**config.mk**
```make
export PLATFORM = sky130hd
export DESIGN_NAME = muldiv_ctrl
export DESIGN_NICKNAME = d
export VERILOG_FILES = /design/src/rtl/muldiv_ctrl.sv
export SDC_FILE = /design/constraint.sdc
export NUM_CORES = 1
export LEC_CHECK = 0
export BUFFER_PORTS_ARGS = -buffer_cell sky130_fd_sc_hd__buf_2
export CAP_MARGIN = 20
export CORE_AREA = 2 2 154 156
export CTS_CLUSTER_SIZE = 10
export DETAILED_ROUTE_END_ITERATION = 8
export DIE_AREA = 0 0 156 158
export GPL_TIMING_DRIVEN = 0
export HOLD_SLACK_MARGIN = 0.12
export REMOVE_ABC_BUFFERS = 1
export SLEW_MARGIN = 20
export SYNTH_ARGS = -nofsm -noshare
export SYNTH_HDL_FRONTEND = slang
export SYNTH_SLANG_ARGS = --single-unit
```
**constraint.sdc**
```tcl
create_clock -name clk_i -period 6.6 [get_ports clk_i]
set_clock_uncertainty 0.15 [all_clocks]
set_input_delay 1.98 -clock clk_i [delete_from_list [all_inputs] [get_ports clk_i]]
set_output_delay 1.98 -clock clk_i [all_outputs]
set_load 0.1 [all_outputs]
```
**src/rtl/muldiv_ctrl.sv**
```systemverilog
// muldiv_ctrl: execute-stage sequencer for the shared multiplier and divider.
// Issues one MULT/MULTU/DIV/DIVU at a time, stalls the pipe, writes HI/LO once.
module muldiv_ctrl #(
  parameter logic [31:0] DIV0_LO  = 32'hFFFF_FFFF,
  parameter int unsigned WDOG_CYC = 255
) (
  input  logic        clk_i,
  input  logic        rst_n_i,
  input  logic        req_valid_i,
  input  logic [1:0]  req_op_i,
  input  logic [31:0] req_a_i,
  input  logic [31:0] req_b_i,
  input  logic        flush_i,
  output logic        stall_req_o,
  output logic        mul_opn_valid_o,
  output logic [31:0] mul_a_o,
  output logic [31:0] mul_b_o,
  output logic        mul_sign_o,
  input  logic        mul_res_valid_i,
  output logic        mul_res_ready_o,
  input  logic [63:0] mul_result_i,
  output logic        div_opn_valid_o,
  output logic [31:0] div_a_o,
  output logic [31:0] div_b_o,
  output logic        div_sign_o,
  input  logic        div_res_valid_i,
  output logic        div_res_ready_o,
  input  logic [63:0] div_result_i,
  output logic        hilo_we_o,
  output logic [31:0] hi_o,
  output logic [31:0] lo_o,
  output logic        wdog_err_o
);

  // state     | meaning
  // S_IDLE    | no operation; accepts req_valid & ~flush
  // S_ISSUE   | one-cycle opn_valid to the selected unit
  // S_WAIT    | waiting for the selected res_valid; watchdog runs
  // S_DONE    | one-cycle HI/LO write
  // S_DRAIN   | flushed op: consume and discard the unit result
  // S_RELEASE | wait for the unit to drop res_valid before going idle
  typedef enum logic [2:0] {
    S_IDLE, S_ISSUE, S_WAIT, S_DONE, S_DRAIN, S_RELEASE
  } state_e;

  localparam int CW = $clog2(WDOG_CYC + 1);

  state_e        state_q, state_d;
  logic [31:0]   a_q, a_d, b_q, b_d;
  logic [31:0]   hi_q, hi_d, lo_q, lo_d;
  logic          div_q, div_d, sign_q, sign_d;
  logic          issued_q, issued_d;
  logic [CW-1:0] cnt_q, cnt_d;
  logic          err_q, err_d;
  logic          sel_res_valid, take;
  logic [63:0]   sel_result;

  always_ff @(posedge clk_i or negedge rst_n_i) begin
    if (!rst_n_i) begin
      state_q  <= S_IDLE;
      a_q      <= '0;
      b_q      <= '0;
      hi_q     <= '0;
      lo_q     <= '0;
      div_q    <= 1'b0;
      sign_q   <= 1'b0;
      issued_q <= 1'b0;
      cnt_q    <= '0;
      err_q    <= 1'b0;
    end else begin
      state_q  <= state_d;
      a_q      <= a_d;
      b_q      <= b_d;
      hi_q     <= hi_d;
      lo_q     <= lo_d;
      div_q    <= div_d;
      sign_q   <= sign_d;
      issued_q <= issued_d;
      cnt_q    <= cnt_d;
      err_q    <= err_d;
    end
  end

  assign sel_res_valid = div_q ? div_res_valid_i : mul_res_valid_i;
  assign sel_result    = div_q ? div_result_i    : mul_result_i;

  always_comb begin
    state_d         = state_q;
    a_d             = a_q;
    b_d             = b_q;
    hi_d            = hi_q;
    lo_d            = lo_q;
    div_d           = div_q;
    sign_d          = sign_q;
    issued_d        = issued_q;
    cnt_d           = cnt_q;
    err_d           = err_q;
    stall_req_o     = 1'b0;
    mul_opn_valid_o = 1'b0;
    div_opn_valid_o = 1'b0;
    hilo_we_o       = 1'b0;
    take            = 1'b0;
    case (state_q)
      S_IDLE: begin
        if (req_valid_i && !flush_i) begin
          stall_req_o = 1'b1;
          a_d         = req_a_i;
          b_d         = req_b_i;
          div_d       = req_op_i[1];
          sign_d      = ~req_op_i[0];
          if (req_op_i[1] && (req_b_i == '0)) begin
            hi_d     = req_a_i;
            lo_d     = DIV0_LO;
            issued_d = 1'b0;
            state_d  = S_DONE;
          end else begin
            issued_d = 1'b1;
            state_d  = S_ISSUE;
          end
        end
      end
      S_ISSUE: begin
        // The pulse goes out even when flushed so DRAIN always has a result to consume.
        stall_req_o     = 1'b1;
        mul_opn_valid_o = ~div_q;
        div_opn_valid_o = div_q;
        cnt_d           = '0;
        state_d         = flush_i ? S_DRAIN : S_WAIT;
      end
      S_WAIT: begin
        stall_req_o = 1'b1;
        if (flush_i) begin
          state_d = S_DRAIN;
        end else if (sel_res_valid) begin
          take    = 1'b1;
          hi_d    = sel_result[63:32];
          lo_d    = sel_result[31:0];
          state_d = S_DONE;
        end else begin
          if (cnt_q != CW'(WDOG_CYC)) cnt_d = cnt_q + CW'(1);
          if (cnt_q == CW'(WDOG_CYC - 1)) err_d = 1'b1;
        end
      end
      S_DONE: begin
        hilo_we_o = 1'b1;
        state_d   = issued_q ? S_RELEASE : S_IDLE;
      end
      S_DRAIN: begin
        stall_req_o = req_valid_i;
        if (sel_res_valid) begin
          take    = 1'b1;
          state_d = S_RELEASE;
        end
      end
      S_RELEASE: begin
        stall_req_o = req_valid_i;
        if (!sel_res_valid) state_d = S_IDLE;
      end
      default: state_d = S_IDLE;
    endcase
    mul_res_ready_o = take & ~div_q;
    div_res_ready_o = take & div_q;
  end

  assign mul_a_o    = a_q;
  assign mul_b_o    = b_q;
  assign mul_sign_o = sign_q;
  assign div_a_o    = a_q;
  assign div_b_o    = b_q;
  assign div_sign_o = sign_q;
  assign hi_o       = hi_q;
  assign lo_o       = lo_q;
  assign wdog_err_o = err_q;

endmodule

```
==> flow_summary.json, run 1 <==
{
  "die_area_um2": 24600,
  "post_cts_resized": 0,
  "drc": 0,
  "ctsHoldBuffers": 0,
  "dr_total_vias": 5830,
  "syn_area_um2": 7170,
  "post-route-period-util_pct": 82.4,
  "wire_per_inst_um": 16.1,
  "gr-usage-met2_pct": 27.6,
  "numCtsBuffers": 17,
  "synth_edf_count": 0,
  "ys_seq_area_share_pct": 49.9,
  "synthFlopType": "dfrtp_1",
  "synthAdderAreaFrac_pct": 0.349,
  "ys.warnings.count": 0,
  "synth.avg_cell_area_um2": 11.3,
  "worstSkewPairLatency_ps": 410,
  "postRouteAntennaNets": 0,
  "nets": 1155,
  "crit_fanout": 11,
  "async_reset_ff_share_pct": 100,
  "critPathLaunchType": "input port",
  "synth_top_area_cell": "dfrtp_1",
  "pin_count": 401,
  "wl_mm": 20.3,
  "cts_root_buffer": "clkbuf_16",
  "num_antenna_cells": 0,
  "critPathMaxStageDelay_ps": 500,
  "yosysTopAreaCellShare_pct": 49.9,
  "initial_core_util_pct": 31.1,
  "synthMuxAreaShare_pct": 24.5,
  "die_w_um": 156,
  "fin_area_um2": 9630,
  "drtPass1Iterations": 4,
  "final-max-slew-violation-count": 0,
  "grt_usage_pct": 15.8,
  "met3_usage_pct": 3.48,
  "fillers": 2262,
  "hold_path_class": "flop to flop",
  "synth_top_family_by_area": "multiplexers",
  "dp_hpwl_mm": 15.2,
  "status": "completed",
  "crit_slowest_cell": "buf_2",
  "clockBufferDepth": 2,
  "maxSlewHeadroom_pct": 34.7,
  "cp_common_cell": "buf_2",
  "cap_violations": 0,
  "path_clk_slew_ps": 70,
  "fin_crit_ps": 5440,
  "viasPerCell": 4.64,
  "cts_setup_buffers": 0,
  "crit_arrival_ps": 3310,
  "grt_pass1_vias": 5614,
  "yosysUniqueCellTypes": 40,
  "synth-seq-cells": 143,
  "final_cell_mix": "buf_2 (399), dfrtp_1 (142), mux2_2 (68)",
  "clock-sinks": 143,
  "final_common_cell": "buf_2",
  "grt_max_degree": 80,
  "globalplace.congestion": 0.779,
  "drtIter0Drc": 186,
  "ctsHtreeMaxLevel": 4,
  "grt_pass1_wl_mm": 30.1,
  "use_met1_pct": 19.9,
  "top_usage_layer": "met2",
  "grt.overflow.total": 0,
  "io_buffers": 400,
  "worst_pin_slew_ps": 972,
  "max_freq_ghz": 0.184,
  "hold_violations": 0,
  "grt_antenna_before_repair": 0,
  "crit_chain": "buf_2 -> nor2_1 -> a21oi_1 -> nor4b_1 -> buf_2",
  "fp.dieH_um": 158,
  "area_growth_pct": 34.4,
  "crit_type": "input port to output port",
  "synth_area_leaders": "dfrtp_1 (50%), mux2_2 (11%), mux2i_1 (9.1%)",
  "synth_xor_area_share_pct": 0.855,
  "synthSimpleGateAreaFrac_pct": 8.76,
  "end_kind": "output port",
  "required_ps": 4470,
  "cts_tree": "built",
  "drive_gt1_share_pct": 53.1,
  "grt_setup_unrepaired": "no",
  "core_area_um2": 23100,
  "rows": 56,
  "setup_viol": 0,
  "placement.cell_area_um2": 9070,
  "synthCells": 633,
  "synth_compound_area_share_pct": 6.13
}
metal layers:
metal  up-vias  part of all wire [%]
met5         -                     0
met4         0                  0.75
met3        10                   6.5
met2       229                    51
met1      2773                    42
li1       2818                     -
worst paths after layout:
kind                                   end        from  cells after the start  slack (ps)
setup / recovery           mul_res_ready_o     flush_i                      5        1160
hold / removal                  wdog_err_o  wdog_err_o                      1         330
setup reg to reg                  hi_o[19]       div_q                      8        3310
hold reg to reg                 wdog_err_o  wdog_err_o                      1         330
max in group asynchronous         hi_o[26]     rst_n_i                      2        4180
min in group asynchronous         cnt_q[6]     rst_n_i                      1        1340
worst max-delay path: cells and delay by family:
| kind | cells | cell delay (ps) |
|---|---|---|
| buffers and inverters | 2 | 680 |
| AOI/OAI and AO/OA | 1 | 130 |
| and+or+nand+nor | 2 | 510 |
registers in the layout, indices dropped and copies added (netlist names):
name and count:
div_a_o 32, div_b_o 32, issued_q 1, lo_o 32
hi_o 32, state_q 3, div_q 1, wdog_err_o 1
cnt_q 8, div_sign_o 1
final cells by class:
cell class	instances	area, µm²	share of cell area (%)
clock buffer	20	457	4.74
tap	290	363	3.77
multi-input combinational	380	2930	30.4
clock inverter	12	100	1.04
timing repair buffer	408	2190	22.8
inverter	3	11.3	0.117
sequential	143	3580	37.2
cells by family after synthesis:
group / after synthesis
compound gates: 82
buf+inv: 110
flops: 143
fa+ha+maj: 2
xor+xnor: 7
simple gates: 126
mux: 163
Yosys cell counts, drive strengths merged, types with 2 or more instances:
| cell | count |
|---|---|
| ha | 2 |
| dfrtp | 143 |
| a21oi | 34 |
| mux2 | 98 |
| nand4 | 5 |
| nor3 | 37 |
| clkbuf | 27 |
| nor4b | 3 |
| xor2 | 6 |
| nor4 | 8 |
| o31ai | 2 |
| and4 | 2 |
| mux2i | 65 |
| nand3 | 4 |
| nor2 | 17 |
| and2 | 2 |
| nor3b | 2 |
| nand2 | 41 |
| nor2b | 2 |
| inv | 3 |
| o21ai | 36 |
| a31oi | 3 |
| buf | 80 |
stage by stage:
| stage | cells | hold WS, ps | setup TNS [ps] | setup slack [ps] | util (%) |
|---|---|---|---|---|---|
| floorplan | 526 | 347 | -1050 | -829 | - |
| global placement | 1216 | 308 | -92720 | -2520 | 38.4 |
| detailed placement | 1224 | 310 | 0 | 1200 | 39.4 |
| CTS | 1256 | 330 | 0 | 1180 | 41.8 |
| global route | 1256 | 358 | 0 | 1110 | 41.8 |
| finish | 1256 | 328 | 0 | 1160 | 41.8 |
Power of run 1 is not shown: default switching activity piles up to over one toggle a cycle in this logic, so the estimate is an artifact.
==> inputs of run 2 (changes only) <==
Settings changed: CORE_AREA 2 2 154 156 to 2 2 157 159, DIE_AREA 0 0 156 158 to 0 0 159 161.
Clock period 6.6 ns to 4.5 ns, I/O delays scaled along.
==> flow_summary.json, run 2 (synthesis results as in run 1) <==
{
  "status": "completed",
  "crit_slowest_cell": "nor3_1",
  "dr_total_vias": 5846,
  "drtPass1Iterations": 4,
  "fin_crit_ps": 4170,
  "globalplace.congestion": 0.760,
  "crit_chain": "inv_1 -> nor3_1 -> and2_1 -> buf_2",
  "hold_path_class": "flop to flop",
  "dp.cells": 1257,
  "drive_gt1_share_pct": 53.0,
  "grt_setup_unrepaired": "no",
  "nets": 1154,
  "num_antenna_cells": 0,
  "crit_type": "flop to output port",
  "ctsHtreeMaxLevel": 4,
  "crit_fanout": 10,
  "crit_arrival_ps": 2670,
  "ctsHoldBuffers": 0,
  "end_kind": "output port",
  "setup_viol": 0,
  "area_growth_pct": 35.2,
  "pin_count": 401,
  "grt_max_degree": 84,
  "max_freq_ghz": 0.240,
  "rows": 57,
  "cap_violations": 0,
  "viasPerCell": 4.54,
  "maxSlewHeadroom_pct": 29.7,
  "fillers": 2392,
  "wire_per_inst_um": 15.9,
  "grt.overflow.total": 0,
  "path_clk_slew_ps": 60,
  "critPathLaunchType": "flop",
  "grt_antenna_before_repair": 0,
  "final-max-slew-violation-count": 0,
  "regArea_um2": 3580,
  "rrSetupSlack_ps": 970,
  "io_buffers": 400,
  "numCtsBuffers": 17,
  "drc": 0,
  "cts_root_buffer": "clkbuf_16",
  "post_cts_resized": 0,
  "grt_usage_pct": 15.8,
  "clock-sinks": 143,
  "cts_setup_buffers": 0,
  "grt_pass1_wl_mm": 32.0,
  "core_area_um2": 24000,
  "cts_tree": "built",
  "wl_mm": 20.5,
  "fp.dieH_um": 161,
  "dp_hpwl_mm": 15.5,
  "critPathMaxStageDelay_ps": 880,
  "stdcell_count": 1288,
  "post-route-period-util_pct": 92.7,
  "worst_pin_slew_ps": 1050,
  "multi_input_area_um2": 2930,
  "grt_pass1_vias": 5798,
  "die_area_um2": 25600,
  "final_common_cell": "buf_2",
  "final_cell_mix": "buf_2 (399), dfrtp_1 (142), mux2_2 (68)",
  "die_w_um": 159,
  "drtIter0Drc": 201,
  "worstSkewPairLatency_ps": 410,
  "required_ps": 3000,
  "postRouteAntennaNets": 0,
  "hold_violations": 0,
  "initial_core_util_pct": 29.9,
  "clockBufferDepth": 2
}
==> run 2: changes by cell type in the layout (fill, tap and decap cells not counted) <==
cell and delta:
bufinv_16 +3, clkinv_4 -1, clkbuf_8 -1, inv_6 -2, clkinv_2 +1, buf_16 -1
clkinvlp_4 -1
==> run 2: path summary, 6_finish.rpt <==
check | start | to | depth (start not counted)
min in group asynchronous | rst_n_i | div_a_o[16] | 1
setup / recovery | state_q[0] | div_opn_valid_o | 4
hold reg to reg | hi_o[10] | hi_o[10] | 1
setup reg to reg | state_q[1] | hi_o[30] | 7
hold / removal | hi_o[10] | hi_o[10] | 1
max in group asynchronous | rst_n_i | div_a_o[9] | 2
==> run 2: worst max-delay path, delay by kind of cell, from the launching register on <==
family	cells	cell delay, ps
flip-flops	1	540
buffers and inverters	2	610
AND/OR/NAND/NOR	2	1110
==> run 2: per-layer routing <==
metal / share of wire (%) / GRT usage (%)
met2: 50 / 26.9
met1: 43 / 19.9
met5: 0 / 0
met3: 6.6 / 4.44
met4: 0.75 / 3.64
==> run 2: cell type report <==
cell class	count	area share, %
timing repair buffer	407	22.3
multi-input combinational	380	30.2
clock inverter	12	1.66
tap	324	4.18
sequential	143	37.0
clock buffer	19	4.57
inverter	3	0.116
==> run 2: stage by stage <==
step	utilization (%)	hold slack, ps	setup WS (ps)	instance area [µm²]	TNS, ps
after global routing	40.5	358	144	9690	0
after floorplan	-	347	-2000	6500	-96870
after detailed placement	37.9	318	44.5	9090	0
after global placement	37.2	317	-4460	8900	-284920
final	40.5	333	329	9690	0
after CTS	40.5	340	351	9690	0
Power of run 2 is left out for the same reason.
==> inputs of run 3 (changes only) <==
Settings changed: CELL_PAD_IN_SITES_DETAIL_PLACEMENT set to 1, CELL_PAD_IN_SITES_GLOBAL_PLACEMENT set to 2, CORE_AREA 2 2 157 159 to unset, CORE_UTILIZATION set to 23, DIE_AREA 0 0 159 161 to unset, PLACE_DENSITY_LB_ADDON set to 0.1, REMOVE_ABC_BUFFERS 1 to unset.
Clock period 4.5 ns to 3.8 ns, I/O delays scaled along.
==> flow_summary.json, run 3 (synthesis results as in run 1) <==
{
  "status": "completed",
  "grt_max_degree": 75,
  "postRouteAntennaNets": 0,
  "cap_violations": 0,
  "numCtsBuffers": 17,
  "area_growth_pct": 44.8,
  "regArea_um2": 3580,
  "multi_input_area_um2": 2970,
  "hold_violations": 0,
  "viasPerCell": 4.31,
  "post-route-period-util_pct": 93.4,
  "setup_viol": 0,
  "dr_total_vias": 6298,
  "clockBufferDepth": 2,
  "grt_pass1_vias": 6628,
  "die_w_um": 179,
  "grt_pass1_wl_mm": 39.6,
  "cts_root_buffer": "clkbuf_16",
  "setup_ws_ps": 251,
  "fp.dieH_um": 179,
  "dp_hpwl_mm": 21.2,
  "wl_mm": 26.4,
  "crit_type": "flop to output port",
  "worstSkewPairLatency_ps": 420,
  "io_buffers": 400,
  "drtIter0Drc": 131,
  "hold_path_class": "flop to flop",
  "drive_gt1_share_pct": 54.8,
  "crit_fanout": 10,
  "grt_setup_unrepaired": "no",
  "final_common_cell": "buf_2",
  "pin_count": 401,
  "cp_common_cell": "buf_2",
  "cts_setup_buffers": 0,
  "final_cell_mix": "buf_2 (399), dfrtp_1 (143), mux2_2 (68)",
  "grt.overflow.total": 0,
  "crit_arrival_ps": 2260,
  "die_area_um2": 31900,
  "worst_pin_slew_ps": 920,
  "fillers": 3605,
  "critPathMaxStageDelay_ps": 450,
  "crit_slowest_cell": "nor3_4",
  "synth_nets": 835,
  "core_area_um2": 30600,
  "wire_per_inst_um": 18.1,
  "ctsHoldBuffers": 0,
  "drc": 0,
  "fin_crit_ps": 3550,
  "drtPass1Iterations": 4,
  "ctsHtreeMaxLevel": 4,
  "path_clk_slew_ps": 70,
  "rows": 64,
  "required_ps": 2510,
  "cts_tree": "built",
  "crit_chain": "buf_2 -> inv_1 -> nor3_4 -> and2_1 -> buf_2",
  "place_ws_ps": -702,
  "clock-sinks": 143,
  "maxSlewHeadroom_pct": 38.7,
  "grt_antenna_before_repair": 2,
  "max_freq_ghz": 0.282,
  "grt_usage_pct": 16.7,
  "end_kind": "output port",
  "globalplace.congestion": 0.710,
  "nets": 1252,
  "critPathLaunchType": "flop",
  "final-max-slew-violation-count": 0,
  "initial_core_util_pct": 23.4
}
## run 3: cell types whose count changed in the layout (fill, tap and decap cells not counted), sizes merged
cell | previous run | this run
bufinv | 3 | 2
clkbuf | 19 | 46
diode | 0 | 1
clkinvlp | 3 | 2
inv | 5 | 7
buf | 407 | 479
## run 3: path summary, 6_finish.rpt
check	startpoint	endpoint	slack, ps	cells after the start
setup / recovery	state_q[0]	div_opn_valid_o	250	5
hold / removal	wdog_err_o	wdog_err_o	330	1
setup reg to reg	state_q[1]	hi_o[15]	950	7
hold reg to reg	wdog_err_o	wdog_err_o	330	1
max in group asynchronous	rst_n_i	div_a_o[5]	2130	2
min in group asynchronous	rst_n_i	div_b_o[24]	520	1
## run 3: worst max-delay path, delay by kind of cell (launching register included)
family / cells / cell delay, ps
buf+inv: 3 / 890
flops: 1 / 320
simple gates: 2 / 630
## run 3: per-stage QoR
| step | std cells | TNS (ps) | hold WS, ps | utilization, % | area (µm²) |
|---|---|---|---|---|---|
| 2_1_floorplan | 633 | -550 | 347 | - | 7210 |
| 3_3_place_gp | 1429 | -140810 | 310 | 31.7 | 9710 |
| 3_5_place_dp | 1430 | -1900 | 325 | 31.9 | 9750 |
| 4_1_cts | 1460 | 0 | 339 | 33.9 | 10400 |
| 5_1_grt | 1459 | 0 | 347 | 33.9 | 10400 |
| 6_report | 1460 | 0 | 334 | 33.9 | 10400 |
## run 3: layout make-up
| type | count | area share [%] |
|---|---|---|
| Clock buffer | 20 | 4.50 |
| Buffer | 104 | 6.39 |
| Timing Repair Buffer | 401 | 19.7 |
| Inverter | 3 | 0.109 |
| Clock inverter | 12 | 1.42 |
| Sequential cell | 143 | 34.5 |
| Tap cell | 396 | 4.78 |
| Antenna cell | 1 | 0.0241 |
| Multi-Input combinational cell | 380 | 28.6 |
## run 3: routing by layer
metal  wire length (µm)  vias up  part of all wire (%)  track usage [%]
li1                   -     3013                     -                -
met1              10400     3036                    39             19.6
met2              13600      223                    52             29.2
met3               2110       22                   8.0             5.09
met4                257        4                  0.97             4.34
met5                 27        -                  0.10                0
## run 3: repair_timing
action	in CTS	in global routing
gates cloned	0	0
resized for setup	4	2
setup endpoints to repair	4	2
Power of run 3 is left out for the same reason.
